==> config.mk <==
export PLATFORM = sky130hd
export DESIGN_NAME = seven_segment_capture
export DESIGN_NICKNAME = d
export VERILOG_FILES = /design/src/rtl/seven_segment_capture.sv
export SDC_FILE = /design/constraint.sdc
export NUM_CORES = 1
export LEC_CHECK = 0
export BUFFER_PORTS_ARGS = -buffer_cell sky130_fd_sc_hd__buf_2
export CORE_MARGIN = 5
export CORE_UTILIZATION = 45
export DETAILED_ROUTE_END_ITERATION = 7
export PLACE_DENSITY = 0.72
export SETUP_SLACK_MARGIN = 0.2
export SLEW_MARGIN = 40
export SYNTH_ARGS = -nofsm -noshare
export SYNTH_HDL_FRONTEND = slang
export SYNTH_SLANG_ARGS = --single-unit
==> constraint.sdc <==
create_clock -name clk -period 4.2 [get_ports clk]
set_input_delay 0 -clock clk [delete_from_list [all_inputs] [get_ports clk]]
set_output_delay 0 -clock clk [all_outputs]
set_load 0.03 [all_outputs]
==> src/rtl/seven_segment_capture.sv <==
// Seven-segment bus monitor: waits for each anode/segment pair to settle, decodes it, builds frames.
// Optional decimal-point capture is enabled by defining SEG_CAPTURE_DP_EN.
module seven_segment_capture #(
    parameter int unsigned SETTLE_CYCLES = 4
) (
    input  logic        clk,
    input  logic        rst_n,
    input  logic [3:0]  anode,
    input  logic [6:0]  segment,
`ifdef SEG_CAPTURE_DP_EN
    input  logic        dp,
    output logic [3:0]  dp_flags,
`endif
    output logic [15:0] digits,
    output logic [3:0]  digit_valid,
    output logic        frame_done,
    output logic        pattern_err,
    output logic        anode_err,
    output logic [7:0]  err_count
);

    localparam logic [7:0] SettleMax  = 8'(SETTLE_CYCLES);
    localparam logic [7:0] SettleLast = 8'(SETTLE_CYCLES - 1);

    typedef enum logic {StTrack, StHeld} state_t;

    state_t      state;
    logic [3:0]  s_an;
    logic [6:0]  s_seg;
    logic [7:0]  cnt;
    logic [3:0]  seen;

    logic        changed;
    logic        capture;
    logic        idle;
    logic        single;
    logic [1:0]  idx;
    logic        blank;
    logic        hit;
    logic [3:0]  nib;
    logic        mark;
    logic [3:0]  seen_set;
    logic [7:0]  err_next;

`ifdef SEG_CAPTURE_DP_EN
    logic s_dp;
    assign changed = {anode, segment, dp} != {s_an, s_seg, s_dp};
`else
    assign changed = {anode, segment} != {s_an, s_seg};
`endif

    // Capture on the edge at which the counter would reach SETTLE_CYCLES.
    assign capture  = (state == StTrack) && !changed && (cnt >= SettleLast);
    assign idle     = (anode == 4'b1111);
    assign blank    = (segment == 7'b1111111);
    assign mark     = capture && !idle && single && (blank || hit);
    assign seen_set = seen | (4'b0001 << idx);
    assign err_next = (err_count == 8'hff) ? err_count : err_count + 8'd1;

    always_comb begin
        single = 1'b1;
        idx    = 2'd0;
        case (anode)
            4'b1110: idx = 2'd0;
            4'b1101: idx = 2'd1;
            4'b1011: idx = 2'd2;
            4'b0111: idx = 2'd3;
            default: single = 1'b0;
        endcase
    end

    always_comb begin
        hit = 1'b1;
        nib = 4'h0;
        case (segment)
            7'b1000000: nib = 4'h0;
            7'b1111001: nib = 4'h1;
            7'b0100100: nib = 4'h2;
            7'b0110000: nib = 4'h3;
            7'b0011001: nib = 4'h4;
            7'b0010010: nib = 4'h5;
            7'b0000010: nib = 4'h6;
            7'b1111000: nib = 4'h7;
            7'b0000000: nib = 4'h8;
            7'b0010000: nib = 4'h9;
            7'b0001000: nib = 4'ha;
            7'b0000011: nib = 4'hb;
            7'b1000110: nib = 4'hc;
            7'b0100001: nib = 4'hd;
            7'b0000110: nib = 4'he;
            7'b0001110: nib = 4'hf;
            default:    hit = 1'b0;
        endcase
    end

    always_ff @(posedge clk or negedge rst_n) begin
        if (!rst_n) begin
            state       <= StTrack;
            s_an        <= 4'b1111;
            s_seg       <= 7'b1111111;
            cnt         <= 8'd0;
            seen        <= 4'b0000;
            digits      <= 16'h0000;
            digit_valid <= 4'b0000;
            frame_done  <= 1'b0;
            pattern_err <= 1'b0;
            anode_err   <= 1'b0;
            err_count   <= 8'd0;
`ifdef SEG_CAPTURE_DP_EN
            s_dp        <= 1'b1;
            dp_flags    <= 4'b0000;
`endif
        end else begin
            frame_done  <= 1'b0;
            pattern_err <= 1'b0;
            anode_err   <= 1'b0;
            s_an        <= anode;
            s_seg       <= segment;
`ifdef SEG_CAPTURE_DP_EN
            s_dp        <= dp;
`endif
            if (changed) begin
                cnt <= 8'd0;
            end else if (cnt < SettleMax) begin
                cnt <= cnt + 8'd1;
            end

            case (state)
                StTrack: if (capture) state <= StHeld;
                StHeld:  if (changed) state <= StTrack;
            endcase

            if (capture && !idle) begin
                if (!single) begin
                    anode_err <= 1'b1;
                    err_count <= err_next;
                end else if (blank) begin
                    digit_valid[idx] <= 1'b0;
                end else if (hit) begin
                    digits[{idx, 2'b00} +: 4] <= nib;
                    digit_valid[idx]          <= 1'b1;
                end else begin
                    pattern_err <= 1'b1;
                    err_count   <= err_next;
                end
            end

            if (mark) begin
`ifdef SEG_CAPTURE_DP_EN
                dp_flags[idx] <= ~dp;
`endif
                if (seen_set == 4'b1111) begin
                    frame_done <= 1'b1;
                    seen       <= 4'b0000;
                end else begin
                    seen <= seen_set;
                end
            end
        end
    end

endmodule

==> impl.org <==
** Floorplan
- The floorplan step set the die width to ~90 um.
- Floorplan row count :: 29
- Number of placed I/O pins :: 44
- For this configuration, the core starts out at a cell density of a little under half.
- Vert. Die Dim :: 90.4 um
- Area of the die :: between 8000 and 9000 um2
- The core region is roughly 6300 um2.

** STA
- The worst path needs approximately 2.5 ns of the cycle, external delays included.
- At the pin with the least slew margin, the transition time is between 0.7 and 0.8 ns.
- Highest attainable clock frequency :: between 300 and 400 MHz
- Unrepaired setup endpoints after global routing :: no
- Setup tns final :: 0 ns
- In this run the tightest slew margin relative to its limit is between 40% and 50%.
- Fin. Hold Viols :: 0
- The final max-slew violation count is 0.
- Setup violations remaining at the end of the flow were counted as 0.
- Fin worst setup slack :: 1.67 ns
- Fin crit share :: 60.2%
- Setup skew after layout :: roughly 0.011 ns

** Global route
- GRT Residual Overflow :: 0
- Entering global routing, the biggest net connects 56 pins.
- Wire length of the first global-routing pass :: between 10 and 15 mm
- The via count of the first global-routing pass is roughly 2200.
- For this run, the total global-route usage over all layers was measured as roughly 15%.
- Number of antenna violations at the first check in global routing :: 0

** Synthesis
- Sequential share of the synthesized area :: between 40% and 50%
- After synthesis the netlist holds a flip-flop and latch count of 55.
- The synthesized netlist occupies a cell area of 2910 um2.
- Most common flop cell mapped by yosys :: dfrtp_1
- Avg Cell Area, Syn :: roughly 11 um2
- Cell with the most instances after synthesis :: dfrtp_1
- Summed over its instances, the top area cell type makes up a little under two fifths of the synthesized netlist area.
- Number of unique standard cell types used by synthesis :: between 50 and 60
- Counting flops with an async set or reset pin after synthesis yields a share of 100%.
- The commonest cells after synthesis are dfrtp_1, nand3_1, mux2_1, nor2_1, xnor2_1.
- In the post-synthesis netlist, the biggest area contributors are dfrtp_1, dfstp_2, mux2_1.
- Syn_nets :: ~290
- Largest area contributor in the synthesized netlist :: dfrtp_1
- The Yosys step of the flow raised 0 warnings.
- Cell count after synthesis :: 271
- Post-synth EDFFs :: 0

** Power and ir drop
- Switching power summed over all nets :: around 0.23 mW
- In this run, the clock network consumes a little under a third of the power.
- For this design the static power due to leakage is about 1.6 nW.
- Internal power of the cells :: 0.691 mW
- Power spread over the standard cell area amounts to roughly 280 nW/um2.
- Across the VDD grid, the largest voltage drop is between 150 and 200 uV.
- In this run, flip-flops and latches consume 58.5% of the power.
- Per report_power, the combinational group accounts for about a tenth of the total.
- Switch share :: between 20% and 30%

** Layout
- Fill cells in the final layout number between 500 and 600.
- The area growth from synthesis to layout is 15.7%.
- Number of standard cells in the final layout excluding fillers :: 396
- The final layout contains 340 nets.
- The post-route netlist has about a quarter of its cells at a drive strength greater than 1.
- The number of antenna diodes in the final layout is 0.
- Post-route standard cell area excluding fillers :: approximately 3400 um2

** Clock network
- Clock latency on the worst-skew pair :: roughly 0.31 ns
- Number of buffers inserted by post-CTS setup repair :: 0
- TritonCTS built the clock tree.
- Clock-pin slew was measured on the worst setup and hold paths at roughly 0.09 ns.
- No sink is reached through more buffers than the 2 on the longest clock path.
- CTS Buf Count :: 5
- Count of clock tree sinks :: 55
- The H-tree was split into 2 levels.
- Clock Root Buffer :: clkbuf_8

** Placement
- The congestion estimate from routability-driven global placement came to approximately 0.80.
- Post-placement setup slack :: between 1.5 and 2 ns
- HPWL after detailed placement :: ~4.2 mm
- In this run the tool buffered the top-level ports with 43 buffer cells.
- Once placement finished, the instance area stood at 3150 um2.
- Total placed cells including tap cells :: around 380

** Route
- Once detail routing completed, the nets flagged for antenna violations numbered 0.
- Summing over every cut layer, the via total after detailed routing is between 2000 and 2500.
- Average routed wire per standard cell :: roughly 15 um
- After the first detailed-routing iteration, the DRC count stood at 82.
- TritonRoute pass-1 iters :: 4
- Final wirelength :: 5.91 mm
- Post-DR vias/cell :: around 5.4
- For this run, design rule violations remaining after detail routing come to 0.

** Setup path
- Arr. time, crit path :: ~2.7 ns
- Kind of start point of the critical path :: input port
- Category of the most critical setup path :: in -> reg
- Largest fanout of any net on the critical path :: 14
- Required time of the worst setup path :: between 4 and 5 ns
- STA classifies the critical path endpoint as a register.

** Hold path
- Class of the most critical hold timing path :: in -> async

** Run
- The tool flagged a number of max-cap violations equal to 0.

** Status
- The run finished with clean final reports.
==> worst paths after layout <==
kind | startpoint | end | slack [ns] | depth (start not counted)
setup / recovery | segment[1] | err_count[1] | 1.67 | 8
hold / removal | rst_n | err_count[4] | 0.34 | 3
setup reg to reg | cnt[6] | register | 1.92 | 6
hold reg to reg | err_count[4] | err_count[4] | 0.50 | 1
max in group asynchronous | rst_n | digits[12] | 3.41 | 3
min in group clk | anode[2] | s_an[2] | 0.40 | 2
==> state kept, by name (all words and copies together) (netlist names), named ones only <==
register	flops
frame_done	1
cnt	8
digits	16
pattern_err	1
anode_err	1
err_count	8
s_seg	7
state	1
s_an	4
seen	4
==> metal layers <==
metal,global-route usage (%),vias to the layer above,part of all wire (%)
li1,-,1066,-
met1,20.6,1025,48
met2,23.5,43,47
met3,3.58,11,3.7
met4,3.97,0,1.4
met5,0,-,0
==> cells in the final DEF, fill, tap and decap left out, types with 4 or more instances in the layout <==
master,netlist,routed
nand4_1,4,4
buf_2,5,43
inv_1,11,11
dfrtp_1,44,44
and2_1,7,7
xor2_1,9,9
nand3_1,23,23
nor3b_1,4,4
dfstp_2,11,11
nor2_1,15,15
nand2_1,4,4
mux2_1,15,15
nor4_1,4,4
xnor2_1,15,15
clkbuf_8,0,5
a21oi_1,8,8
a22o_1,4,4
dlygate4sd3_1,0,12
ha_1,9,9
o211ai_1,4,4
nor2b_1,4,4
nand2b_1,4,4
nor3_1,8,7
a21oi_2,5,5
==> kinds of logic after synthesis <==
| group | share of synthesized area, % |
|---|---|
| AOI/OAI and AO/OA | 11.1 |
| xor gates and xnor gates | 7.23 |
| adders and majority gates | 3.87 |
| buffers and inverters | 4.09 |
| DFF | 47.8 |
| muxes | 6.84 |
| and+or+nand+nor | 19.1 |
==> stage by stage <==
| stage | utilization [%] | power, mW | hold slack (ns) |
|---|---|---|---|
| 4_1_cts | 53.3 | 0.937 | 0.362 |
| 5_1_grt | 53.3 | 0.968 | 0.402 |
| 6_report | 53.3 | 0.926 | 0.338 |
| 2_1_floorplan | - | 0.607 | -0.296 |
| 3_5_place_dp | 49.9 | 0.639 | 0.168 |
| 3_3_place_gp | 49.9 | 0.636 | 0.166 |
==> timing repair <==
| action | 4_1_cts | 5_1_grt |
|---|---|---|
| gates resized for setup | 0 | 0 |
| hold buffers | 12 | 0 |
| endpoints found under the hold margin | 55 | 0 |
==> area by class of cell <==
type	count	area [um2]	share of cell area (%)
Clock buffer	5	68.8	2.05
Clock inverter	3	20.0	0.595
Inverter	11	41.3	1.23
Multi-Input combinational cell	189	1400	41.7
Sequential cell	55	1390	41.3
Tap cell	77	96.3	2.87
Timing Repair Buffer	56	343	10.2
==> power by group through the flow <==
stage	combinational, mW	sequential [mW]	clock, mW
3_5_place_dp	0.0873	0.551	0
6_report	0.0959	0.541	0.289
2_1_floorplan	0.0560	0.551	0
4_1_cts	0.0964	0.541	0.299
3_3_place_gp	0.0849	0.551	0
5_1_grt	0.108	0.542	0.319
==> critical path: stages <==
cell and delay (ns):
dlygate4sd3_1 0.53, buf_2 0.26, or3b_2 0.48, nor3_1 0.20, nor3_2 0.11, a31oi_1 0.56
or2_1 0.24, mux2_1 0.33
No activity file was read; power rests on OpenSTA's default activity.
